==> src/rtl/mul32_seq_ctrl_if.sv <==
// mul32_seq_ctrl_if: start/operand request and busy/done/result response of the sequential multiplier
interface mul32_seq_ctrl_if;
    logic        start;
    logic [31:0] a;
    logic [31:0] b;
    logic        busy;
    logic        done;
    logic [63:0] result;
    modport master (output start, a, b, input busy, done, result);
    modport slave (input start, a, b, output busy, done, result);
endinterface

==> src/rtl/mul32_seq_ctrl.sv <==
// mul32_seq_ctrl: sequential 32x32->64 shift-and-add multiplier reusing one 32-bit carry look-ahead adder
module cla32 (
    input  logic [31:0] a,
    input  logic [31:0] b,
    input  logic        ci,
    output logic [31:0] s,
    output logic        co
);
    logic [31:0] g;
    logic [31:0] p;
    logic [32:0] c;
    assign g    = a & b;
    assign p    = a ^ b;
    assign c[0] = ci;
    for (genvar k = 0; k < 8; k++) begin : g_grp
        localparam int B = 4 * k;
        assign c[B+1] = g[B] | (p[B] & c[B]);
        assign c[B+2] = g[B+1] | (p[B+1] & g[B]) | (p[B+1] & p[B] & c[B]);
        assign c[B+3] = g[B+2] | (p[B+2] & g[B+1]) | (p[B+2] & p[B+1] & g[B])
                      | (p[B+2] & p[B+1] & p[B] & c[B]);
        assign c[B+4] = g[B+3] | (p[B+3] & g[B+2]) | (p[B+3] & p[B+2] & g[B+1])
                      | (p[B+3] & p[B+2] & p[B+1] & g[B]) | (&p[B+3:B] & c[B]);
    end
    assign s  = p ^ c[31:0];
    assign co = c[32];
endmodule

module mul32_seq_ctrl (
    input  logic              clk,
    input  logic              reset_n,
    mul32_seq_ctrl_if.slave   bus
);
    typedef enum logic [1:0] {IDLE = 2'd0, EXEC = 2'd1, DONE = 2'd2} state_t;
    state_t      state_q;
    logic [31:0] mcand_q;
    logic [63:0] prod_q;
    logic [63:0] prod_d;
    logic [63:0] result_q;
    logic [4:0]  cnt_q;
    logic        busy_q;
    logic        done_q;
    logic [31:0] sum;
    logic        co;
    cla32 u_add (.a(prod_q[63:32]), .b(mcand_q), .ci(1'b0), .s(sum), .co(co));
    // one iteration: add the multiplicand into the upper half when the multiplier LSB is set, then shift right keeping the carry
    always_comb prod_d = prod_q[0] ? {co, sum, prod_q[31:1]} : {1'b0, prod_q[63:1]};
    // control FSM with operand/product registers and registered handshake outputs
    always_ff @(posedge clk or negedge reset_n) begin
        if (!reset_n) begin
            state_q  <= IDLE;
            mcand_q  <= '0;
            prod_q   <= '0;
            result_q <= '0;
            cnt_q    <= '0;
            busy_q   <= 1'b0;
            done_q   <= 1'b0;
        end else begin
            case (state_q)
                IDLE: if (bus.start) begin
                    mcand_q <= bus.a;
                    prod_q  <= {32'h0, bus.b};
                    cnt_q   <= '0;
                    busy_q  <= 1'b1;
                    state_q <= EXEC;
                end
                EXEC: begin
                    prod_q <= prod_d;
                    cnt_q  <= cnt_q + 5'd1;
                    if (cnt_q == 5'd31) begin
                        result_q <= prod_d;
                        done_q   <= 1'b1;
                        state_q  <= DONE;
                    end
                end
                DONE: begin
                    done_q  <= 1'b0;
                    busy_q  <= 1'b0;
                    state_q <= IDLE;
                end
                default: begin
                    done_q  <= 1'b0;
                    busy_q  <= 1'b0;
                    state_q <= IDLE;
                end
            endcase
        end
    end
    assign bus.busy   = busy_q;
    assign bus.done   = done_q;
    assign bus.result = result_q;
endmodule
==> src/flat_wrapper.sv <==
// flat-port wrapper written by rule: the top's interface ports become plain ports
module mul32_seq_ctrl_flat 
  (clk, reset_n, bus_start, bus_a, bus_b, bus_busy, bus_done, bus_result);
  mul32_seq_ctrl_if bus_i ();
  input  logic clk;
  input  logic reset_n;
  input wire logic [$bits(bus_i.start)-1:0] bus_start;
  input wire logic [$bits(bus_i.a)-1:0] bus_a;
  input wire logic [$bits(bus_i.b)-1:0] bus_b;
  output wire logic [$bits(bus_i.busy)-1:0] bus_busy;
  output wire logic [$bits(bus_i.done)-1:0] bus_done;
  output wire logic [$bits(bus_i.result)-1:0] bus_result;
  assign bus_i.start = bus_start;
  assign bus_i.a = bus_a;
  assign bus_i.b = bus_b;
  assign bus_busy = bus_i.busy;
  assign bus_done = bus_i.done;
  assign bus_result = bus_i.result;
  mul32_seq_ctrl u_core (.clk(clk), .reset_n(reset_n), .bus(bus_i));
endmodule
==> config.mk <==
export PLATFORM = sky130hd
export DESIGN_NAME = mul32_seq_ctrl_flat
export DESIGN_NICKNAME = d
export VERILOG_FILES = /design/src/rtl/mul32_seq_ctrl_if.sv /design/src/rtl/mul32_seq_ctrl.sv /design/src/flat_wrapper.sv
export SDC_FILE = /design/constraint.sdc
export NUM_CORES = 1
export LEC_CHECK = 0
export ABC_AREA = 0
export BUFFER_PORTS_ARGS = -buffer_cell sky130_fd_sc_hd__buf_4
export CORE_MARGIN = 5
export CORE_UTILIZATION = 30
export DETAILED_ROUTE_END_ITERATION = 7
export SLEW_MARGIN = 20
export SYNTH_ARGS = -nofsm -noshare
export SYNTH_HDL_FRONTEND = slang
export SYNTH_HIERARCHICAL = 1
export SYNTH_SLANG_ARGS = --single-unit
==> constraint.sdc <==
create_clock -name clk -period 9.1 [get_ports clk]
set_input_delay 0.91 -clock clk [delete_from_list [all_inputs] [get_ports clk]]
set_output_delay 0.91 -clock clk [all_outputs]
set_load 0.1 [all_outputs]
==> metrics <==
status finished, final reports clean; synth top area cells dfrtp_1 50%, mux2_4 11%, o21ai_0 5.7%; Post-CTS Setup Inserts 0; Critical Path RT 9.37 ns; clock-pin slew on the worst setup and hold paths 0.07 ns; Unique masters post-synth 59; I/O pins 133; r2r worst-path depth 13; number of CTS-inserted buffers 17; top cells by count, synth 169 x dfrtp_1, 111 x nand2_1, 96 x o21ai_0; Startpoint Class flop; top-area cell type share of the netlist area 0.499; Die ar. 0.0317 sq mm; fin. max-slew vios 0; fin crit share 0.361; post_cts resized 0; Final nets 950; fmax 305 MHz; final hold vios 0; Initial Util 0.305; Clock Path Buffers 2; crit-path cells ha_1 -> and2_4 -> a221oi_2 -> a21oi_2 -> o211ai_1 -> and3b_4 -> o21bai_2 -> a21boi_2 -> a211oi_1 -> fa_1 -> xor2_1 -> mux2i_1 -> o21ai_0; most common cell in the netlist dfrtp_1; CP Class reg2reg; die width 178 um; area grow syn2layout 21.8%; Pre-antenna DRT Iters 4; worst min-delay path category reg2reg; Post-synth top flop dfrtp_1; Syn Area/Cell 11.7 sq um; share of cells above drive strength 1 0.301; Starting DRT DRC Count 309; Max stage delay on crit path 0.39 ns; Max Cap Viol 0; Fillers 2736; RSZ-0062 raised after global routing no; Seq cells post-synth 169; via count 5706; Worst-Skew Late Latency 0.44 ns; Mapped Area 0.00848 sq mm; Setup TNS 0 ns; Hold Buf Count CTS 0; Final min period 3.28 ns; first-pass GRT wire length 32100 um; Chip Height 178 um; final setup fails 0; crit path max fanout 4; CP Data Arrival Time 3.55 ns; post-DR vias/cell 4.63; vias in the first global route 5917; skew final 0.0205 ns; EDFF count, synth 0; GR Overflow Total 0; final WL 19600 um; slowest CP cell dfrtp_1; WL per Instance 15.9 um; Synth Instances 722; YS warnings 6; RD Place Congestion 0.798; DP Wirelength 13300 um; Antenna Cells 0; # clock sinks 169; largest net degree at the start of global routing 107; core area 0.0279 sq mm; Seq/Total Area, Yosys 0.499; relative max-transition margin 0.294; Synth async-reset ratio 1.00; CTS tree built; Max H-tree Level 4; row cnt 61; CP endpoint kind flop; gr usage total 0.127; initial antenna violation count 0; Least-Margin Pin Slew 1.06 ns; clk root buf clkbuf_16; post-synth top area cell dfrtp_1; Port Buf Inserts 132; hold depth 2; Antenna Nets Post-Route 0; DRC violations left 0
## placed cells by master (no fill, tap or decap), types with 4 or more instances in the layout
| master | count |
|---|---|
| buf_4 | 138 |
| fa_1 | 8 |
| nand2_1 | 111 |
| o21ai_1 | 11 |
| and2_1 | 4 |
| a21oi_1 | 14 |
| a22oi_1 | 31 |
| dfrtp_1 | 168 |
| mux2_4 | 60 |
| clkbuf_16 | 17 |
| nand2b_1 | 4 |
| nand4_1 | 5 |
| o21ai_0 | 96 |
| a21o_1 | 4 |
| xor2_1 | 12 |
| nor2_1 | 6 |
| xnor2_1 | 10 |
| o21bai_1 | 5 |
| ha_1 | 34 |
| mux2i_1 | 33 |
| inv_8 | 5 |
| nand3_1 | 4 |
| inv_1 | 14 |
## final timing paths
check                                            from               endpoint  slack (ns)
worst max-delay path                u_core/prod_q[34]  u_core/bus.result[60]        5.82
worst min-delay path            u_core/bus.result[38]  u_core/bus.result[38]        0.48
worst max register to register      u_core/prod_q[34]  u_core/bus.result[60]        5.82
worst min register to register  u_core/bus.result[38]  u_core/bus.result[38]        0.48
max in group asynchronous                     reset_n  u_core/bus.result[60]        7.12
min in group asynchronous                     reset_n        u_core/bus.done        0.58
## cell families after synthesis
| kind of cell | Yosys count | synth area share |
|---|---|---|
| AO/OA/AOI/OAI | 184 | 0.140 |
| XOR/XNOR | 22 | 0.0227 |
| adder cells (fa/ha/maj) | 42 | 0.0690 |
| buffers and inverters | 54 | 0.0378 |
| flip-flops | 169 | 0.499 |
| multiplexers | 95 | 0.148 |
| other | 1 | 0.000442 |
| AND/OR/NAND/NOR | 155 | 0.0841 |
## worst max-delay path: cells and delay by family, from the launching register on
family | cells | cell delay [ns]
AOI/OAI and AO/OA | 7 | 1.19
and+or+nand+nor | 2 | 0.47
xor gates and xnor gates | 1 | 0.17
muxes | 1 | 0.17
adders and majority gates | 2 | 0.73
DFF | 1 | 0.39
## metrics by stage
step / utilization / area (sq um) / setup WS (ns) / hold slack (ns) / instances
floorplan: - / 8490 / 6.15 / 0.431 / 723
global placement: 0.350 / 9740 / 5.89 / 0.447 / 1200
detailed placement: 0.350 / 9740 / 5.80 / 0.462 / 1200
CTS: 0.371 / 10300 / 5.78 / 0.480 / 1232
global route: 0.371 / 10300 / 5.56 / 0.501 / 1232
finish: 0.371 / 10300 / 5.82 / 0.479 / 1232
## per-layer routing
layer	up-vias	track usage	share of wire
met4	0	0.0393	0.012
met2	98	0.200	0.47
met1	2816	0.178	0.49
li1	2781	-	-
met5	-	0	0
met3	11	0.0256	0.033
## sequential cells by signal, summed over array words and instances (netlist names)
signal             flops
u_core/prod_q         64
u_core/bus.done        1
u_core/cnt_q           5
u_core/state_q         2
u_core/bus.result     64
u_core/mcand_q        32
u_core/bus.busy        1
## final cells by class
cell class / count / area (sq um) / area share
Sequential cell: 169 / 4230 / 0.410
Multi-Input combinational cell: 500 / 3940 / 0.381
Timing Repair Buffer: 139 / 1050 / 0.102
Tap cell: 378 / 473 / 0.0458
Clock buffer: 17 / 425 / 0.0412
Clock inverter: 15 / 160 / 0.0155
Inverter: 14 / 52.6 / 0.00509
Power is left out: the tool's default activity adds up to more than one toggle a clock period on the data nets, which glitch-free logic cannot reach.
